File: config.mk
export PLATFORM = sky130hd
export DESIGN_NAME = muxn_pipe_flat
export DESIGN_NICKNAME = d
export VERILOG_FILES = /design/src/rtl/muxn_pkg.sv /design/src/rtl/muxn_if.sv /design/src/rtl/muxn_rr_arb.sv /design/src/rtl/muxn_pipe.sv /design/src/flat_wrapper.sv
export SDC_FILE = /design/constraint.sdc
export NUM_CORES = 1
export LEC_CHECK = 0
export BUFFER_PORTS_ARGS = -buffer_cell sky130_fd_sc_hd__buf_2
export CORE_ASPECT_RATIO = 0.9
export CORE_MARGIN = 2
export CORE_UTILIZATION = 44
export CTS_CLUSTER_DIAMETER = 30
export DETAILED_ROUTE_END_ITERATION = 8
export GPL_TIMING_DRIVEN = 0
export PLACE_DENSITY = 0.89
export SLEW_MARGIN = 20
export SYNTH_ARGS = -nofsm -noshare
export SYNTH_HDL_FRONTEND = slang
export SYNTH_SLANG_ARGS = --single-unit
File: constraint.sdc
create_clock -name clk -period 4.63 [get_ports clk]
set_input_delay 1.389 -clock clk [delete_from_list [all_inputs] [get_ports clk]]
set_output_delay 1.389 -clock clk [all_outputs]
set_load 0.1 [all_outputs]
File: src/rtl/muxn_pkg.sv
// muxn_pipe shared definitions: mode encodings
// and the rotated-priority index helper.
package muxn_pkg;

  localparam logic MODE_FIXED = 1'b0;
  localparam logic MODE_RR    = 1'b1;

  function automatic int rot_idx(
    input int base,
    input int off,
    input int n
  );
    return (base + off) % n;
  endfunction

endpackage

File: src/rtl/muxn_if.sv
// muxn_pipe channel bundle: per-channel valid/ready inputs,
// registered output handshake. MUXN_PARITY_EN adds out_par.
interface muxn_if #(
  parameter int WIDTH = 4,
  parameter int N_CH  = 4
);
  localparam int SEL_W = $clog2(N_CH);

  logic                  mode;
  logic [SEL_W-1:0]      sel;
  logic [N_CH*WIDTH-1:0] in_data;
  logic [N_CH-1:0]       in_valid;
  logic [N_CH-1:0]       in_ready;
  logic [WIDTH-1:0]      out_data;
  logic [SEL_W-1:0]      out_ch;
  logic                  out_valid;
  logic                  out_ready;
`ifdef MUXN_PARITY_EN
  logic                  out_par;

  modport master (
    output mode, sel, in_data, in_valid, out_ready,
    input  in_ready, out_data, out_ch, out_valid, out_par
  );

  modport slave (
    input  mode, sel, in_data, in_valid, out_ready,
    output in_ready, out_data, out_ch, out_valid, out_par
  );
`else
  modport master (
    output mode, sel, in_data, in_valid, out_ready,
    input  in_ready, out_data, out_ch, out_valid
  );

  modport slave (
    input  mode, sel, in_data, in_valid, out_ready,
    output in_ready, out_data, out_ch, out_valid
  );
`endif

endinterface

File: src/rtl/muxn_rr_arb.sv
// muxn_pipe round-robin arbiter: first valid channel
// scanning upward from ptr with wrap. Purely combinational.
module muxn_rr_arb
  import muxn_pkg::*;
#(
  parameter  int N_CH  = 4,
  localparam int SEL_W = $clog2(N_CH)
) (
  input  logic [N_CH-1:0]  valid,
  input  logic [SEL_W-1:0] ptr,
  output logic [SEL_W-1:0] gnt,
  output logic             gnt_v
);

  logic [SEL_W-1:0] idx;

  // lowest rotated offset with a valid request wins
  always_comb begin
    gnt   = '0;
    gnt_v = 1'b0;
    idx   = '0;
    for (int k = 0; k < N_CH; k++) begin
      idx = SEL_W'(rot_idx(int'(ptr), k, N_CH));
      if (!gnt_v && valid[idx]) begin
        gnt   = idx;
        gnt_v = 1'b1;
      end
    end
  end

endmodule

File: src/rtl/muxn_pipe.sv
// muxn_pipe: N-channel registered mux, fixed or round-robin
// select. Define MUXN_PARITY_EN to add registered out_par.
module muxn_pipe
  import muxn_pkg::*;
#(
  parameter  int WIDTH = 4,
  parameter  int N_CH  = 4,
  localparam int SEL_W = $clog2(N_CH)
) (
  input logic  clk,
  input logic  rst_n,
  muxn_if.slave bus
);

  logic [WIDTH-1:0] data_q;
  logic [SEL_W-1:0] ch_q;
  logic             valid_q;
  logic [SEL_W-1:0] rr_ptr;

  logic [SEL_W-1:0] arb_g;
  logic             arb_v;
  logic [SEL_W-1:0] cand;
  logic             cand_ok;
  logic             fix_v;
  logic             fix_ok;
  logic             grant_v;
  logic             load_en;
  logic             xfer;
  logic [WIDTH-1:0] cand_data;
  logic [N_CH-1:0]  ready;

  muxn_rr_arb #(.N_CH(N_CH)) u_arb (
    .valid (bus.in_valid),
    .ptr   (rr_ptr),
    .gnt   (arb_g),
    .gnt_v (arb_v)
  );

  assign load_en = !valid_q || bus.out_ready;

  // fixed-select lookup; sel beyond N_CH matches nothing
  always_comb begin
    fix_v  = 1'b0;
    fix_ok = 1'b0;
    for (int i = 0; i < N_CH; i++) begin
      if (SEL_W'(i) == bus.sel) begin
        fix_v  = bus.in_valid[i];
        fix_ok = 1'b1;
      end
    end
  end

  // candidate channel and whether it may be granted
  always_comb begin
    cand    = arb_g;
    cand_ok = arb_v;
    grant_v = arb_v;
    if (bus.mode == MODE_FIXED) begin
      cand    = bus.sel;
      cand_ok = fix_ok;
      grant_v = fix_ok && fix_v;
    end
  end

  assign xfer = load_en && grant_v;

  // data slice and ready one-hot for the candidate
  always_comb begin
    cand_data = '0;
    ready     = '0;
    for (int i = 0; i < N_CH; i++) begin
      if (SEL_W'(i) == cand) begin
        cand_data = bus.in_data[i*WIDTH +: WIDTH];
        ready[i]  = rst_n && load_en && cand_ok;
      end
    end
  end

  assign bus.in_ready  = ready;
  assign bus.out_data  = data_q;
  assign bus.out_ch    = ch_q;
  assign bus.out_valid = valid_q;

  // single output register stage
  always_ff @(posedge clk or negedge rst_n) begin
    if (!rst_n) begin
      data_q  <= '0;
      ch_q    <= '0;
      valid_q <= 1'b0;
    end else if (load_en) begin
      if (xfer) begin
        data_q  <= cand_data;
        ch_q    <= cand;
        valid_q <= 1'b1;
      end else begin
        valid_q <= 1'b0;
      end
    end
  end

  // round-robin pointer advances past each RR grant
  always_ff @(posedge clk or negedge rst_n) begin
    if (!rst_n) begin
      rr_ptr <= '0;
    end else if (xfer && bus.mode == MODE_RR) begin
      rr_ptr <= (cand == SEL_W'(N_CH-1)) ? '0 : cand + 1'b1;
    end
  end

`ifdef MUXN_PARITY_EN
  logic par_q;

  // parity travels with out_data
  always_ff @(posedge clk or negedge rst_n) begin
    if (!rst_n) begin
      par_q <= 1'b0;
    end else if (xfer) begin
      par_q <= ^cand_data;
    end
  end

  assign bus.out_par = par_q;
`endif

endmodule

File: src/flat_wrapper.sv
// flat-port wrapper written by rule: the top's interface ports become plain ports
module muxn_pipe_flat import muxn_pkg::*;
#(
  parameter  int WIDTH = 4,
  parameter  int N_CH  = 4,
  localparam int SEL_W = $clog2(N_CH)
)
  (clk, rst_n, bus_mode, bus_sel, bus_in_data, bus_in_valid, bus_out_ready, bus_in_ready, bus_out_data, bus_out_ch, bus_out_valid);
  muxn_if #(.WIDTH(WIDTH), .N_CH(N_CH)) bus_i ();
  input logic clk;
  input logic rst_n;
  input wire logic [$bits(bus_i.mode)-1:0] bus_mode;
  input wire logic [$bits(bus_i.sel)-1:0] bus_sel;
  input wire logic [$bits(bus_i.in_data)-1:0] bus_in_data;
  input wire logic [$bits(bus_i.in_valid)-1:0] bus_in_valid;
  input wire logic [$bits(bus_i.out_ready)-1:0] bus_out_ready;
  output wire logic [$bits(bus_i.in_ready)-1:0] bus_in_ready;
  output wire logic [$bits(bus_i.out_data)-1:0] bus_out_data;
  output wire logic [$bits(bus_i.out_ch)-1:0] bus_out_ch;
  output wire logic [$bits(bus_i.out_valid)-1:0] bus_out_valid;
  assign bus_i.mode = bus_mode;
  assign bus_i.sel = bus_sel;
  assign bus_i.in_data = bus_in_data;
  assign bus_i.in_valid = bus_in_valid;
  assign bus_i.out_ready = bus_out_ready;
  assign bus_in_ready = bus_i.in_ready;
  assign bus_out_data = bus_i.out_data;
  assign bus_out_ch = bus_i.out_ch;
  assign bus_out_valid = bus_i.out_valid;
  muxn_pipe #(.WIDTH(WIDTH), .N_CH(N_CH)) u_core (.clk(clk), .rst_n(rst_n), .bus(bus_i));
endmodule
==> results of run 1 <==
-- critical path, cell delays in order --
cell      delay [ns]
buf_2           0.13
nand2b_1        0.11
a21oi_1         0.12
o41ai_4         0.40
ha_1            0.34
and2_1          0.16
buf_2           0.42
-- cell usage after synthesis, drive strengths merged (2+ instances only) --
cell type	number	area [µm²]
a221oi	3	26.3
a21oi	5	36.3
nand2	9	33.8
nand3	2	10.0
inv	6	22.5
mux2	7	101
o31ai	5	37.5
nand2b	5	31.3
dfrtp	9	225
nor2b	4	25.0
ha	4	50.1
and2	4	25.0
-- logic make-up after synthesis --
family                   after synthesis  share of synthesized area (%)
flip-flops                             9                           30.3
AO/OA/AOI/OAI                         19                           19.7
adder cells (fa/ha/maj)                4                           6.73
multiplexers                           9                           20.2
AND/OR/NAND/NOR                       27                           19.5
buffers and inverters                  7                           3.53
-- through the flow --
step | hold WS (ns) | cell area, µm² | worst slack [ns] | total power, mW
after CTS | 0.518 | 1010 | 0.0707 | 0.578
after floorplan | 0.495 | 744 | 0.0442 | 0.440
after detailed placement | 0.504 | 955 | -0.381 | 0.506
final | 0.516 | 1010 | 0.161 | 0.579
after global placement | 0.493 | 955 | -0.308 | 0.499
after global routing | 0.529 | 1010 | 0.0202 | 0.605
-- registers in the layout, indices dropped and copies added, names as in the netlist --
register and count:
u_core.bus.out_data 4, u_core.rr_ptr 2, u_core.bus.out_ch 2, u_core.bus.out_valid 1
-- cell type report --
cell class	count	area [µm²]
Multi-Input combinational cell	59	517
Sequential cell	9	225
Clock buffer	4	26.3
Tap cell	24	30.0
Timing Repair Buffer	36	185
Inverter	6	22.5
Fill cell	140	623
-- power by group through the flow --
| stage | sequential [mW] | combinational, mW | clock (mW) |
|---|---|---|---|
| after floorplan | 0.303 | 0.136 | 0 |
| after global placement | 0.133 | 0.366 | 0 |
| after detailed placement | 0.134 | 0.372 | 0 |
| after CTS | 0.133 | 0.381 | 0.0635 |
| after global routing | 0.137 | 0.402 | 0.0658 |
| final | 0.134 | 0.382 | 0.0634 |
-- layer usage --
layer | vias to the layer above | share of wire [%] | track usage [%]
met3 | 6 | 4.4 | 3.83
met1 | 341 | 47 | 26.9
met4 | 0 | 1.5 | 8.33
met5 | - | 0 | 0
met2 | 29 | 47 | 29.2
li1 | 355 | - | -
-- path summary, 6_finish.rpt --
| check | to | slack, ns | depth (start not counted) | startpoint |
|---|---|---|---|---|
| min reg2reg | u_core.bus.out_ch[1]$_DFFE_PN0P_ | 0.52 | 1 | u_core.bus.out_ch[1]$_DFFE_PN0P_ |
| max | bus_in_ready[1] | 0.16 | 7 | bus_in_valid[0] |
| min | u_core.bus.out_ch[1]$_DFFE_PN0P_ | 0.52 | 1 | u_core.bus.out_ch[1]$_DFFE_PN0P_ |
| max in group asynchronous | u_core.bus.out_data[2]$_DFFE_PN0P_ | 3.48 | 1 | rst_n |
| min in group asynchronous | u_core.rr_ptr[0]$_DFFE_PN0P_ | 0.96 | 1 | rst_n |
| max reg2reg | u_core.bus.out_data[1]$_DFFE_PN0P_ | 2.18 | 9 | u_core.rr_ptr[0]$_DFFE_PN0P_ |
==> flow_summary.toml, run 1 <==
[sta]
rsz0062_at_grt = "no"
max_freq_ghz = 0.224
setup_tns_ns = 0
fin_crit_sh_pct = 96.5
hold_violations = 0
worst_pin_slew_ns = 0.490
fin_skew_ns = 0.00427
finalSetupViolCount = 0
finalCriticalPeriod_ns = 4.47
report.final.slew_viol_count = 0
slew-limit-headroom_pct = 67.5

[clock_tree]
cts_resized = 4
cts_hold_buf = 0
clk_path_buf_depth = 2
cts_tree = "built"
clock_latency_ns = 0.27
cts_htree_levels = 1
cts_setup_buffers = 0
cts_buffers = 3
root_buffer = "clkbuf_4"
clk_pin_slew_ns = 0.06
clkSinkCount = 9

[power_and_ir_drop]
p_sw_share_pct = 57.4
p_leak_nw = 0.510
pwr-share-seq_pct = 23.2
clockPowerShare_pct = 10.9
peakVddDrop_mv = 0.318
p_per_area_nw_per_um2 = 576
power.switching_mw = 0.332
pwr-share-comb_pct = 65.9
p_int_mw = 0.247

[synth]
synth_cell_type_count = 26
synth_area_um2 = 743
seq_area_frac_synth_pct = 30.3
synth_nets = 105
syn_avg_cell_area_um2 = 9.91
synth_top_flop_cell = "dfrtp_1"
yosysWarnings = 0
synth_edf_count = 0
synthCells = 75
ys_async_sr_fraction_pct = 100
synth-seq-cells = 9

[grt]
grt_pass1_wl_um = 2830
grt-ovfl-total = 0
antenna_found_initial = 0
grt_usage_pct = 19.6
grt_pass1_vias = 662
grt_max_degree = 11

[routing]
via_per_inst = 5.30
num_vias = 731
route.detailed.wl_per_inst_um = 12.7
ant_nets = 0
drt_wl_total_um = 1760
drc_errors = 0
drt_pass1_iterations = 5
drt-initial-drc-count = 23

[die]
start_util_pct = 45.6
io_pins = 37
die_h_um = 43.0
die_width_um = 47.3
rows = 14
dieArea_um2 = 2030
core-area_um2 = 1630

[critical_path]
endpoint_kind = "output port"
cp.arrival_ns = 3.08
worstPathMaxFanout = 7
cp.required_ns = 3.24
start_kind = "input pin"
critPathKind = "in2out"

[placement]
port_buffers = 36
hpwl_um = 1320
gp_congestion = 0.719
dp.cells = 135

[flow_run]
cap_violations = 0

[hold_path]
hold_path.class = "reg2reg"

[finish]
layout_commonest_cell = "buf_2"
layout_common_cells = "buf_2, nand2_1, dfrtp_1, inv_1, mux2_4"
area_growth_pct = 35.4
drive_gt1_share_pct = 45.6
antenna_cells = 0
final_util_pct = 61.8
layout.cells.non_filler = 138
fin_nets = 145

[outcome]
status = "finished, final reports clean"
(Power assumes the default switching activity.)
==> run 2: changes to the inputs <==
BUFFER_PORTS_ARGS = -buffer_cell sky130_fd_sc_hd__clkbuf_2   (was -buffer_cell sky130_fd_sc_hd__buf_2)
SETUP_SLACK_MARGIN = 0.3   (was not set)
==> flow_summary.toml, run 2 (synthesized netlist as in run 1, its figures left out) <==
[critical_path]
critPathTopFamily = "buffers and inverters"
r2r_start = "u_core.rr_ptr[0]$_DFFE_PN0P_"
r2r-end = "u_core.bus.out_data[0]$_DFFE_PN0P_"
r2r_setup_slack_ns = 2.25
reg2reg_depth = 9
endpoint_kind = "output port"
worstPathMaxFanout = 6
critical_path.max_stage_delay_ns = 0.50
cp.arrival_ns = 2.88
critPathKind = "in2out"
cp.required_ns = 3.24
cp_slowest_cell = "o41ai_4"
path_buf_inv = 4
start_kind = "input pin"
crit_path_cell_trace = "clkbuf_2 > inv_1 > o41ai_4 > inv_2 > ha_1 > and2_1 > buf_4"

[die]
die_width_um = 47.3
die_h_um = 43.0
dieArea_um2 = 2030
rows = 14
core-area_um2 = 1630
io_pins = 37
start_util_pct = 45.6

[flow_run]
cap_violations = 0

[placement]
dp.cells = 135
hpwl_um = 1410
port_buffers = 36
gp_congestion = 0.748
placed_cell_area_um2 = 957

[grt]
grt_pass1_vias = 678
grt_max_degree = 11
grt-ovfl-total = 0
grt_usage_pct = 18.9
grt_pass1_wl_um = 2880
antenna_found_initial = 0

[sta]
whs_ns = 0.523
report.final.slew_viol_count = 0
fin_skew_ns = 0.00377
max_freq_ghz = 0.234
finalSetupViolCount = 0
hold_violations = 0
finalCriticalPeriod_ns = 4.27
fin_crit_sh_pct = 92.3
worst_pin_slew_ns = 0.551
rsz0062_at_grt = "no"
slew-limit-headroom_pct = 63.5

[power_and_ir_drop]
p_per_area_nw_per_um2 = 543
peakVddDrop_mv = 0.252
p_leak_nw = 0.564
power.total_mw = 0.620

[finish]
area_growth_pct = 53.7
final_util_pct = 70.1
layout_common_cells = "clkbuf_2, nand2_1, dfrtp_1, mux2_4, buf_4"
antenna_cells = 0
stdcell_area_um2 = 1140
drive_gt1_share_pct = 55.8
layout.cells.non_filler = 144
largest_register_ffs = 4
fin_nets = 151
layout_commonest_cell = "clkbuf_2"

[outcome]
status = "finished, final reports clean"

[hold_path]
holdPathEnd = "u_core.bus.out_data[0]$_DFFE_PN0P_"
hold_start = "u_core.bus.out_data[0]$_DFFE_PN0P_"
hold_depth = 1
hold_path.class = "reg2reg"

[clock_tree]
clkSinkCount = 9
root_buffer = "clkbuf_4"
cts_hold_buf = 0
clk_pin_slew_ns = 0.06
cts_htree_levels = 1
cts_buffers = 3
clk_path_buf_depth = 2
cts_tree = "built"
clock_latency_ns = 0.25

[routing]
drt_pass1_iterations = 4
dr_wl_met2_um = 1030
drc_errors = 0
drt-met1-wl_um = 834
highest_layer = "met4"
drt_wl_total_um = 1990
num_vias = 761
wl_met3_um = 101
via_per_inst = 5.28
ant_nets = 0
drt-initial-drc-count = 13
route.detailed.wl_per_inst_um = 13.8
run 2: layout make-up:
class                      instances  area (µm²)
multi-input combinational         59         574
fill                             129         487
sequential                         9         225
clock buffer                       4        26.3
tap                               24        30.0
timing repair buffer              41         253
buffer                             1        11.3
inverter                           6        22.5
run 2: per-stage QoR:
step                      setup TNS (ns)  setup slack (ns)
after floorplan                        0             0.146
after global placement            -0.695            -0.354
after detailed placement           -1.12            -0.463
after CTS                              0             0.264
after global routing                   0             0.280
final                                  0             0.357
run 2: repair_timing:
action | 4_1_cts | 5_1_grt
setup buffers | 1 | 4
pin swaps | 2 | 4
endpoints found under the setup margin | 4 | 4
gates resized for setup | 11 | 20
run 2: routing by layer:
metal | vias to the layer above | global-route usage [%]
met4 | 0 | 3.33
met3 | 4 | 2.98
met5 | - | 0
met1 | 365 | 25.4
li1 | 362 | -
met2 | 30 | 31.4
run 2: worst max-delay path by stage:
| stage | slack [ns] | startpoint | cells after the start | to |
|---|---|---|---|---|
| after floorplan | 0.15 | bus_mode | 5 | bus_in_ready[3] |
| after global placement | -0.35 | bus_in_valid[1] | 8 | bus_in_ready[3] |
| after detailed placement | -0.46 | bus_in_valid[1] | 8 | bus_in_ready[3] |
| after CTS | 0.26 | bus_in_valid[3] | 8 | bus_in_ready[2] |
| after global routing | 0.28 | bus_in_valid[1] | 8 | bus_in_ready[0] |
| final | 0.36 | bus_mode | 7 | bus_in_ready[0] |
run 2: report_power, final:
group          total (mW)  internal (mW)  leakage (nW)  switching (mW)
Sequential          0.136          0.110         0.107          0.0260
Combinational       0.424          0.130         0.442           0.294
Clock              0.0605         0.0332        0.0150          0.0274
Total               0.620          0.273         0.564           0.347
run 2: worst register-to-register path, cell delays in order, from the launching register on:
cell and delay [ns]:
dfrtp_1 0.42, nand2b_4 0.17, a21oi_2 0.08, o41ai_4 0.41, inv_2 0.11, ha_1 0.25, nor2b_1 0.16, a221oi_1 0.29
o31ai_1 0.13, mux2_4 0.26
